===== src/rtl/pll_reconfig_seq_pkg.sv =====
// Shared types and constants for the PLL reconfiguration sequencer.
//   pll_reg_t    : one Avalon register write (6-bit address, 32-bit data)
//   PLL_REG_*    : pll_cfg register map
//   seq_state_t  : sequencer FSM states
//   MODE_TABLE   : per-mode register write lists, MODE_LEN gives how many are used
package pll_seq_pkg;

    typedef struct packed {
        logic [5:0]  addr;
        logic [31:0] data;
    } pll_reg_t;

    localparam logic [5:0] PLL_REG_MODE   = 6'h00;
    localparam logic [5:0] PLL_REG_STATUS = 6'h01;
    localparam logic [5:0] PLL_REG_START  = 6'h02;
    localparam logic [5:0] PLL_REG_N      = 6'h03;
    localparam logic [5:0] PLL_REG_M      = 6'h04;
    localparam logic [5:0] PLL_REG_C      = 6'h05;
    localparam logic [5:0] PLL_REG_DPS    = 6'h06;
    localparam logic [5:0] PLL_REG_BW     = 6'h08;
    localparam logic [5:0] PLL_REG_CP     = 6'h09;

    typedef enum logic [2:0] {
        ST_IDLE,
        ST_WR_MODE,
        ST_WR_REGS,
        ST_WR_START,
        ST_WAIT_RECFG,
        ST_WAIT_LOCK,
        ST_FINISH
    } seq_state_t;

    localparam int ROM_MODES = 4;
    localparam int ROM_REGS  = 8;

    localparam pll_reg_t REG_NONE = pll_reg_t'{addr: 6'h00, data: 32'h0};

    // Unused tail entries are padding; only the first MODE_LEN[m] are written.
    localparam pll_reg_t MODE_TABLE [ROM_MODES][ROM_REGS] = '{
        '{ pll_reg_t'{PLL_REG_N,  32'h0001_0000}, pll_reg_t'{PLL_REG_M, 32'h0000_0808},
           pll_reg_t'{PLL_REG_C,  32'h0002_0404}, pll_reg_t'{PLL_REG_BW, 32'h0000_0006},
           REG_NONE, REG_NONE, REG_NONE, REG_NONE },
        '{ pll_reg_t'{PLL_REG_M,  32'h0000_0404}, pll_reg_t'{PLL_REG_N, 32'h0001_0000},
           pll_reg_t'{PLL_REG_C,  32'h0002_0302},
           REG_NONE, REG_NONE, REG_NONE, REG_NONE, REG_NONE },
        '{ REG_NONE, REG_NONE, REG_NONE, REG_NONE,
           REG_NONE, REG_NONE, REG_NONE, REG_NONE },
        '{ pll_reg_t'{PLL_REG_N,  32'h0000_0202}, pll_reg_t'{PLL_REG_M, 32'h0000_0A0A},
           pll_reg_t'{PLL_REG_C,  32'h0000_0505}, pll_reg_t'{PLL_REG_C, 32'h0004_0606},
           pll_reg_t'{PLL_REG_DPS, 32'h0000_0001}, pll_reg_t'{PLL_REG_BW, 32'h0000_0007},
           pll_reg_t'{PLL_REG_CP, 32'h0000_0002}, pll_reg_t'{PLL_REG_C, 32'h0008_0808} }
    };

    localparam int MODE_LEN [ROM_MODES] = '{4, 3, 0, 8};

endpackage


===== src/rtl/pll_reconfig_seq_if.sv =====
// Avalon-MM write-only management bus towards pll_cfg.
//   mgmt_write       : write strobe (master -> slave)
//   mgmt_address     : register address (master -> slave)
//   mgmt_writedata   : write data (master -> slave)
//   mgmt_waitrequest : stall (slave -> master)
interface pll_reconfig_seq_if;

    logic        mgmt_write;
    logic [5:0]  mgmt_address;
    logic [31:0] mgmt_writedata;
    logic        mgmt_waitrequest;

    modport master (
        output mgmt_write,
        output mgmt_address,
        output mgmt_writedata,
        input  mgmt_waitrequest
    );

    modport slave (
        input  mgmt_write,
        input  mgmt_address,
        input  mgmt_writedata,
        output mgmt_waitrequest
    );

endinterface


===== src/rtl/pll_reconfig_seq_rom.sv =====
// Combinational mode table lookup.
//   mode  : mode index
//   idx   : entry index within the mode
//   entry : register write at (mode, idx); zero outside the table
//   len   : number of register writes for mode, clamped to NUM_REGS
module pll_mode_rom
    import pll_seq_pkg::*;
#(
    parameter int NUM_MODES = 4,
    parameter int NUM_REGS  = 8,
    localparam int MODE_W   = (NUM_MODES > 1) ? $clog2(NUM_MODES) : 1,
    localparam int IDX_W    = $clog2(NUM_REGS + 1)
) (
    input  logic [MODE_W-1:0] mode,
    input  logic [IDX_W-1:0]  idx,
    output pll_reg_t          entry,
    output logic [IDX_W-1:0]  len
);

    always_comb begin
        entry = '0;
        len   = '0;
        for (int m = 0; m < ROM_MODES; m++) begin
            if (m < NUM_MODES && m == int'(mode)) begin
                len = IDX_W'((MODE_LEN[m] > NUM_REGS) ? NUM_REGS : MODE_LEN[m]);
                for (int r = 0; r < ROM_REGS; r++) begin
                    if (r < NUM_REGS && r == int'(idx)) begin
                        entry = MODE_TABLE[m][r];
                    end
                end
            end
        end
    end

endmodule


===== src/rtl/pll_reconfig_seq.sv =====
// Table-driven PLL reconfiguration sequencer on the CLK_50M domain.
// On an accepted req it writes the mode register, the selected mode's register
// list and the start register to pll_cfg, then waits for the reconfig to end and
// the PLL to hold lock for LOCK_STABLE cycles, and reports done/error.
//   clk, reset_n : management clock, asynchronous active-low reset
//   req, mode    : one-cycle request and mode index (latched on accept)
//   busy         : high from accept through the done cycle
//   done, error  : one-cycle completion pulse; error held until next accept
//   mgmt         : Avalon-MM master towards pll_cfg
//   pll_locked   : PLL lock, already synchronised to clk
module pll_reconfig_seq
    import pll_seq_pkg::*;
#(
    parameter int NUM_MODES    = 4,
    parameter int NUM_REGS     = 8,
    parameter int LOCK_TIMEOUT = 5_000_000,
    parameter int LOCK_STABLE  = 1024,
    localparam int MODE_W      = (NUM_MODES > 1) ? $clog2(NUM_MODES) : 1
) (
    input  logic                clk,
    input  logic                reset_n,
    input  logic                req,
    input  logic [MODE_W-1:0]   mode,
    output logic                busy,
    output logic                done,
    output logic                error,
    pll_reconfig_seq_if.master  mgmt,
    input  logic                pll_locked
);

    localparam int IDX_W = $clog2(NUM_REGS + 1);
    localparam int TMO_W = $clog2(LOCK_TIMEOUT + 1);
    localparam int STB_W = $clog2(LOCK_STABLE + 1);

    seq_state_t         state;
    logic [MODE_W-1:0]  mode_q;
    logic [IDX_W-1:0]   idx;
    logic [TMO_W-1:0]   tmo;
    logic [STB_W-1:0]   stb;

    pll_reg_t           rom_entry;
    logic [IDX_W-1:0]   rom_len;
    logic [TMO_W-1:0]   tmo_nxt;
    logic [STB_W-1:0]   stb_nxt;
    logic               wr_ok;

    function automatic logic [TMO_W-1:0] tmo_inc(input logic [TMO_W-1:0] v);
        return (v == {TMO_W{1'b1}}) ? v : v + 1'b1;
    endfunction

    function automatic logic [STB_W-1:0] stb_inc(input logic [STB_W-1:0] v);
        return (v == {STB_W{1'b1}}) ? v : v + 1'b1;
    endfunction

    pll_mode_rom #(
        .NUM_MODES (NUM_MODES),
        .NUM_REGS  (NUM_REGS)
    ) u_rom (
        .mode  (mode_q),
        .idx   (idx),
        .entry (rom_entry),
        .len   (rom_len)
    );

    assign tmo_nxt = tmo_inc(tmo);
    assign stb_nxt = stb_inc(stb);
    // Current write is accepted by pll_cfg this cycle.
    assign wr_ok   = ~mgmt.mgmt_waitrequest;

    always_ff @(posedge clk or negedge reset_n) begin
        if (!reset_n) begin
            state               <= ST_IDLE;
            mode_q              <= '0;
            idx                 <= '0;
            tmo                 <= '0;
            stb                 <= '0;
            busy                <= 1'b0;
            done                <= 1'b0;
            error               <= 1'b0;
            mgmt.mgmt_write     <= 1'b0;
            mgmt.mgmt_address   <= '0;
            mgmt.mgmt_writedata <= '0;
        end else begin
            done <= 1'b0;
            case (state)
                ST_IDLE: begin
                    if (req) begin
                        mode_q <= mode;
                        idx    <= '0;
                        busy   <= 1'b1;
                        error  <= 1'b0;
                        if (int'(mode) >= NUM_MODES) begin
                            error <= 1'b1;
                            done  <= 1'b1;
                            state <= ST_FINISH;
                        end else begin
                            mgmt.mgmt_write     <= 1'b1;
                            mgmt.mgmt_address   <= PLL_REG_MODE;
                            mgmt.mgmt_writedata <= '0;
                            state               <= ST_WR_MODE;
                        end
                    end
                end

                // idx counts entries already loaded into the bus registers, so
                // the rom output at idx is always the next write to issue.
                ST_WR_MODE, ST_WR_REGS: begin
                    if (wr_ok) begin
                        if (idx == rom_len) begin
                            mgmt.mgmt_address   <= PLL_REG_START;
                            mgmt.mgmt_writedata <= '0;
                            state               <= ST_WR_START;
                        end else begin
                            mgmt.mgmt_address   <= rom_entry.addr;
                            mgmt.mgmt_writedata <= rom_entry.data;
                            idx                 <= idx + 1'b1;
                            state               <= ST_WR_REGS;
                        end
                    end
                end

                ST_WR_START: begin
                    if (wr_ok) begin
                        mgmt.mgmt_write <= 1'b0;
                        tmo             <= '0;
                        stb             <= '0;
                        state           <= ST_WAIT_RECFG;
                    end
                end

                // pll_cfg holds waitrequest high while it reprograms the PLL.
                ST_WAIT_RECFG: begin
                    tmo <= tmo_nxt;
                    if (tmo_nxt == TMO_W'(LOCK_TIMEOUT)) begin
                        error <= 1'b1;
                        done  <= 1'b1;
                        state <= ST_FINISH;
                    end else if (wr_ok) begin
                        state <= ST_WAIT_LOCK;
                    end
                end

                ST_WAIT_LOCK: begin
                    tmo <= tmo_nxt;
                    stb <= pll_locked ? stb_nxt : '0;
                    if (pll_locked && stb_nxt == STB_W'(LOCK_STABLE)) begin
                        error <= 1'b0;
                        done  <= 1'b1;
                        state <= ST_FINISH;
                    end else if (tmo_nxt == TMO_W'(LOCK_TIMEOUT)) begin
                        error <= 1'b1;
                        done  <= 1'b1;
                        state <= ST_FINISH;
                    end
                end

                ST_FINISH: begin
                    busy  <= 1'b0;
                    state <= ST_IDLE;
                end

                default: state <= ST_IDLE;
            endcase
        end
    end

endmodule


===== src/flat_wrapper.sv =====
// flat-port wrapper written by rule: the top's interface ports become plain ports
module pll_reconfig_seq_flat import pll_seq_pkg::*;
#(
    parameter int NUM_MODES    = 4,
    parameter int NUM_REGS     = 8,
    parameter int LOCK_TIMEOUT = 5_000_000,
    parameter int LOCK_STABLE  = 1024,
    localparam int MODE_W      = (NUM_MODES > 1) ? $clog2(NUM_MODES) : 1
)
  (clk, reset_n, req, mode, busy, done, error, pll_locked, mgmt_mgmt_write, mgmt_mgmt_address, mgmt_mgmt_writedata, mgmt_mgmt_waitrequest);
  pll_reconfig_seq_if mgmt_i ();
  input  logic clk;
  input  logic reset_n;
  input  logic req;
  input  logic [MODE_W-1:0] mode;
  output logic busy;
  output logic done;
  output logic error;
  input  logic pll_locked;
  output wire logic [$bits(mgmt_i.mgmt_write)-1:0] mgmt_mgmt_write;
  output wire logic [$bits(mgmt_i.mgmt_address)-1:0] mgmt_mgmt_address;
  output wire logic [$bits(mgmt_i.mgmt_writedata)-1:0] mgmt_mgmt_writedata;
  input wire logic [$bits(mgmt_i.mgmt_waitrequest)-1:0] mgmt_mgmt_waitrequest;
  assign mgmt_mgmt_write = mgmt_i.mgmt_write;
  assign mgmt_mgmt_address = mgmt_i.mgmt_address;
  assign mgmt_mgmt_writedata = mgmt_i.mgmt_writedata;
  assign mgmt_i.mgmt_waitrequest = mgmt_mgmt_waitrequest;
  pll_reconfig_seq #(.NUM_MODES(NUM_MODES), .NUM_REGS(NUM_REGS), .LOCK_TIMEOUT(LOCK_TIMEOUT), .LOCK_STABLE(LOCK_STABLE)) u_core (.clk(clk), .reset_n(reset_n), .req(req), .mode(mode), .busy(busy), .done(done), .error(error), .mgmt(mgmt_i), .pll_locked(pll_locked));
endmodule

===== config.mk =====
export PLATFORM = sky130hd
export DESIGN_NAME = pll_reconfig_seq_flat
export DESIGN_NICKNAME = d
export VERILOG_FILES = /design/src/rtl/pll_reconfig_seq_pkg.sv /design/src/rtl/pll_reconfig_seq_if.sv /design/src/rtl/pll_reconfig_seq_rom.sv /design/src/rtl/pll_reconfig_seq.sv /design/src/flat_wrapper.sv
export SDC_FILE = /design/constraint.sdc
export NUM_CORES = 1
export LEC_CHECK = 0
export CAP_MARGIN = 20
export CORE_ASPECT_RATIO = 1.1
export CORE_MARGIN = 2
export CORE_UTILIZATION = 59
export DETAILED_ROUTE_END_ITERATION = 16
export GPL_TIMING_DRIVEN = 0
export PLACE_DENSITY = 0.82
export SYNTH_ARGS = -nofsm -noshare
export SYNTH_HDL_FRONTEND = slang
export SYNTH_HIERARCHICAL = 1
export SYNTH_SLANG_ARGS = --single-unit
export TNS_END_PERCENT = 1

===== constraint.sdc =====
create_clock -name clk -period 3.1 [get_ports clk]
set_input_delay 0.62 -clock clk [delete_from_list [all_inputs] [get_ports clk]]
set_output_delay 0.62 -clock clk [all_outputs]
set_load 0.01 [all_outputs]

==> qor.yml <==
timing_worst_slew_pin_value_ns: 0.886
via_per_inst: 6.16
critical_path_rt_ns: 3.39
tritoncts.num_buffers: 9
skew_ns: 0.0140
num_vias: 4720
die_area_um2: 9530
timing.reg2reg.worst_path_depth: 9
drive_gt1_share_pct: 13.6
achievable_frequency_ghz: 0.336
post_synth_num_cell_types: 79
port_buffers: 48
cts.root.buffer_cell: "sky130_fd_sc_hd__clkbuf_8"
synth_cells: 569
crit_top_cell: "sky130_fd_sc_hd__or4_1"
peakVddDrop_mv: 0.420
instances_no_fill: 766
cts_tree: "done"
cts_sinks: 85
yosys_most_used_dff: "sky130_fd_sc_hd__dfrtp_1"
start_util_pct: 61.2
cts_setup_buffers: 0
async_reset_ff_share_pct: 100
synth-edff-count: 0
detail_route.first_pass.iterations: 7
synthDominantAreaCellType: "sky130_fd_sc_hd__dfrtp_1"
critical_path.cell_chain: "ha_1, nand4b_1, or4_1, a21oi_1, nand4_1, or4_1, buf_2, a211o_1, o22ai_2"
criticalPathCategory: "flip-flop to flip-flop"
cp-end-kind: "flip-flop"
postSynthRegisterBits: 85
worstSetupStartpointType: "flip-flop"
drt_iter0_markers: 262
timing.max_cap.violations: 0
grt_start_max_net_pins: 45
outcome: "finished clean"
h_tree_lvls: 3
globalRoute.busiestLayer: "met2"
std_cell_rows: 35
final_max_slew_viols: 0
grt_antenna_before_repair: 0
r2r_start: "u_core/tmo[0]"
ioPinCount: 49
final_antenna_net_count: 0
synthTopCellsByArea: "sky130_fd_sc_hd__dfrtp_1, sky130_fd_sc_hd__a22o_1, sky130_fd_sc_hd__o21ai_0"
grt_pass1_vias: 4421
rrSetupSlack_ns: 0.12
die_w_um: 93.3
finalSetupTns_ns: 0
synth_area_per_cell_um2: 9.09
synth.cells.most_frequent: "sky130_fd_sc_hd__dfrtp_1, sky130_fd_sc_hd__o21ai_0, sky130_fd_sc_hd__nor2_1, sky130_fd_sc_hd__nand2_1, sky130_fd_sc_hd__a22o_1"
hp-class: "input pin to async pin"
cp.arrival_ns: 3.27
syn-cell-area_um2: 5170
synth_largest_type_area_fraction_pct: 41.1
antennaDiodeCount: 0
synth.most_common_cell: "sky130_fd_sc_hd__dfrtp_1"
clock_buffer_depth: 2
place_hpwl_mm: 9.13
p_leak_uw: 0.00267
timing.critical_path.slowest_stage_cell: "sky130_fd_sc_hd__or4_1"
worstPathBufferInverterCount: 1
post-place-cells: 750
report.final.setup_viol: 0
timing.slew.headroom_pct: 40.4
grt_usage_pct: 27.6
final_core_util_pct: 72.1
clk-insertion-delay-late_ns: 0.37
worst_path_dominant_cell_family: "simple AND/OR/NAND/NOR gates"
clk_pin_slew_ns: 0.10
regToRegEndpoint: "u_core/state[0]"
post-route-drc-count: 0
powerDensity_nw_per_um2: 788
ys.warnings.count: 6
chipHeight_um: 102
worst_path_largest_cell_delay_ns: 0.55
min_period_over_period_pct: 96.0
routabilityCongestion: 0.911
grtUsageMet3_pct: 2.65
core_area_um2: 8450
first_pass_grt_wire_length_mm: 21.1
number_of_nets_in_the_finished_design: 660
layout-area-overhead-vs-synth_pct: 17.8
synth_seq_area_share_pct: 41.1
met1_usage_pct: 35.5
grt-ovfl-total: 0
global_route_track_usage_on_met2_pct: 48.0
report.final.hold_viol_count: 0
largest_fanout_on_the_critical_path: 6
drt-wirelength-per-cell_um: 16.5
route.final.wire_length_mm: 12.6
final_period_minus_worst_setup_slack_ns: 2.98
==> cells in the final DEF (no fill, tap or decap), types with 10 or more instances in the layout <==
| master | n |
|---|---|
| sky130_fd_sc_hd__a21oi_1 | 32 |
| sky130_fd_sc_hd__a22o_1 | 41 |
| sky130_fd_sc_hd__a31oi_1 | 11 |
| sky130_fd_sc_hd__buf_4 | 29 |
| sky130_fd_sc_hd__clkbuf_1 | 20 |
| sky130_fd_sc_hd__clkbuf_8 | 12 |
| sky130_fd_sc_hd__clkdlybuf4s50_1 | 47 |
| sky130_fd_sc_hd__conb_1 | 22 |
| sky130_fd_sc_hd__dfrtp_1 | 85 |
| sky130_fd_sc_hd__inv_1 | 10 |
| sky130_fd_sc_hd__nand2_1 | 43 |
| sky130_fd_sc_hd__nand3_1 | 16 |
| sky130_fd_sc_hd__nand4_1 | 13 |
| sky130_fd_sc_hd__nor2_1 | 50 |
| sky130_fd_sc_hd__nor3_1 | 12 |
| sky130_fd_sc_hd__o21ai_0 | 51 |
| sky130_fd_sc_hd__xnor2_1 | 12 |
| sky130_fd_sc_hd__xor2_1 | 10 |
==> routing by layer <==
metal	part of all wire (%)	vias to the layer above
met5	0	-
met4	2.3	0
met3	5.8	37
met2	50	198
met1	42	2279
li1	-	2206
==> sequential cells by signal, summed over array words and instances (netlist names) <==
register                    flops
u_core/done                     1
u_core/stb                     11
u_core/state                    3
u_core/idx                      4
u_core/error                    1
u_core/mgmt.mgmt_write          1
u_core/mode_q                   2
u_core/mgmt.mgmt_address        6
u_core/mgmt.mgmt_writedata     32
u_core/busy                     1
u_core/tmo                     23
==> where the power goes <==
part	total (uW)	internal, uW	switching, uW
Clock	737	299	437
Combinational	2480	1100	1380
Sequential	1590	1360	225
Total	4800	2760	2040
==> logic make-up after synthesis <==
family | share of synthesized area (%)
adder cells (fa/ha/maj) | 0.726
flip-flops | 41.1
multiplexers | 1.26
AO/OA/AOI/OAI | 23.5
buffers and inverters | 9.65
other | 0.0725
AND/OR/NAND/NOR | 19.9
XOR/XNOR | 3.73
==> metrics by stage <==
| step | power [uW] | hold WS [ns] | setup slack (ns) | cell area (um2) |
|---|---|---|---|---|
| global route | 5110 | 0.271 | -0.0181 | 6090 |
| floorplan | 3220 | 0.324 | 0.472 | 5250 |
| global placement | 3930 | 0.488 | -1.56 | 5870 |
| detailed placement | 4040 | 0.492 | 0.152 | 5890 |
| finish | 4800 | 0.227 | 0.122 | 6090 |
| CTS | 4790 | 0.242 | 0.121 | 6070 |
==> what timing repair did <==
item                                   4_1_cts  5_1_grt
setup endpoints to repair                    0       10
hold buffers                                 0        0
endpoints found under the hold margin        0        0
gates resized for setup                      0        6
==> area by class of cell <==
cell class,instances,area [um2]
repair buffers,49,498
fillers,684,2360
clock inverters,7,55.1
well taps,111,139
multi-input cells,424,2650
plain buffers,66,444
flip-flops and latches,85,2130
clock buffers,9,124
inverters,15,56.3
==> how the worst max path moves through the flow <==
stage	start	end	slack, ns	cells after the start
after floorplan	u_core/tmo[0]	u_core/state[0]	0.47	9
after global placement	reset_n	u_core/tmo[4]	-1.56	1
after detailed placement	u_core/tmo[0]	u_core/state[0]	0.15	9
after CTS	u_core/tmo[0]	u_core/state[0]	0.12	9
after global routing	u_core/tmo[0]	u_core/state[1]	-0.02	9
final	u_core/tmo[0]	u_core/state[0]	0.12	9
Power figures use the tool's default switching activity.
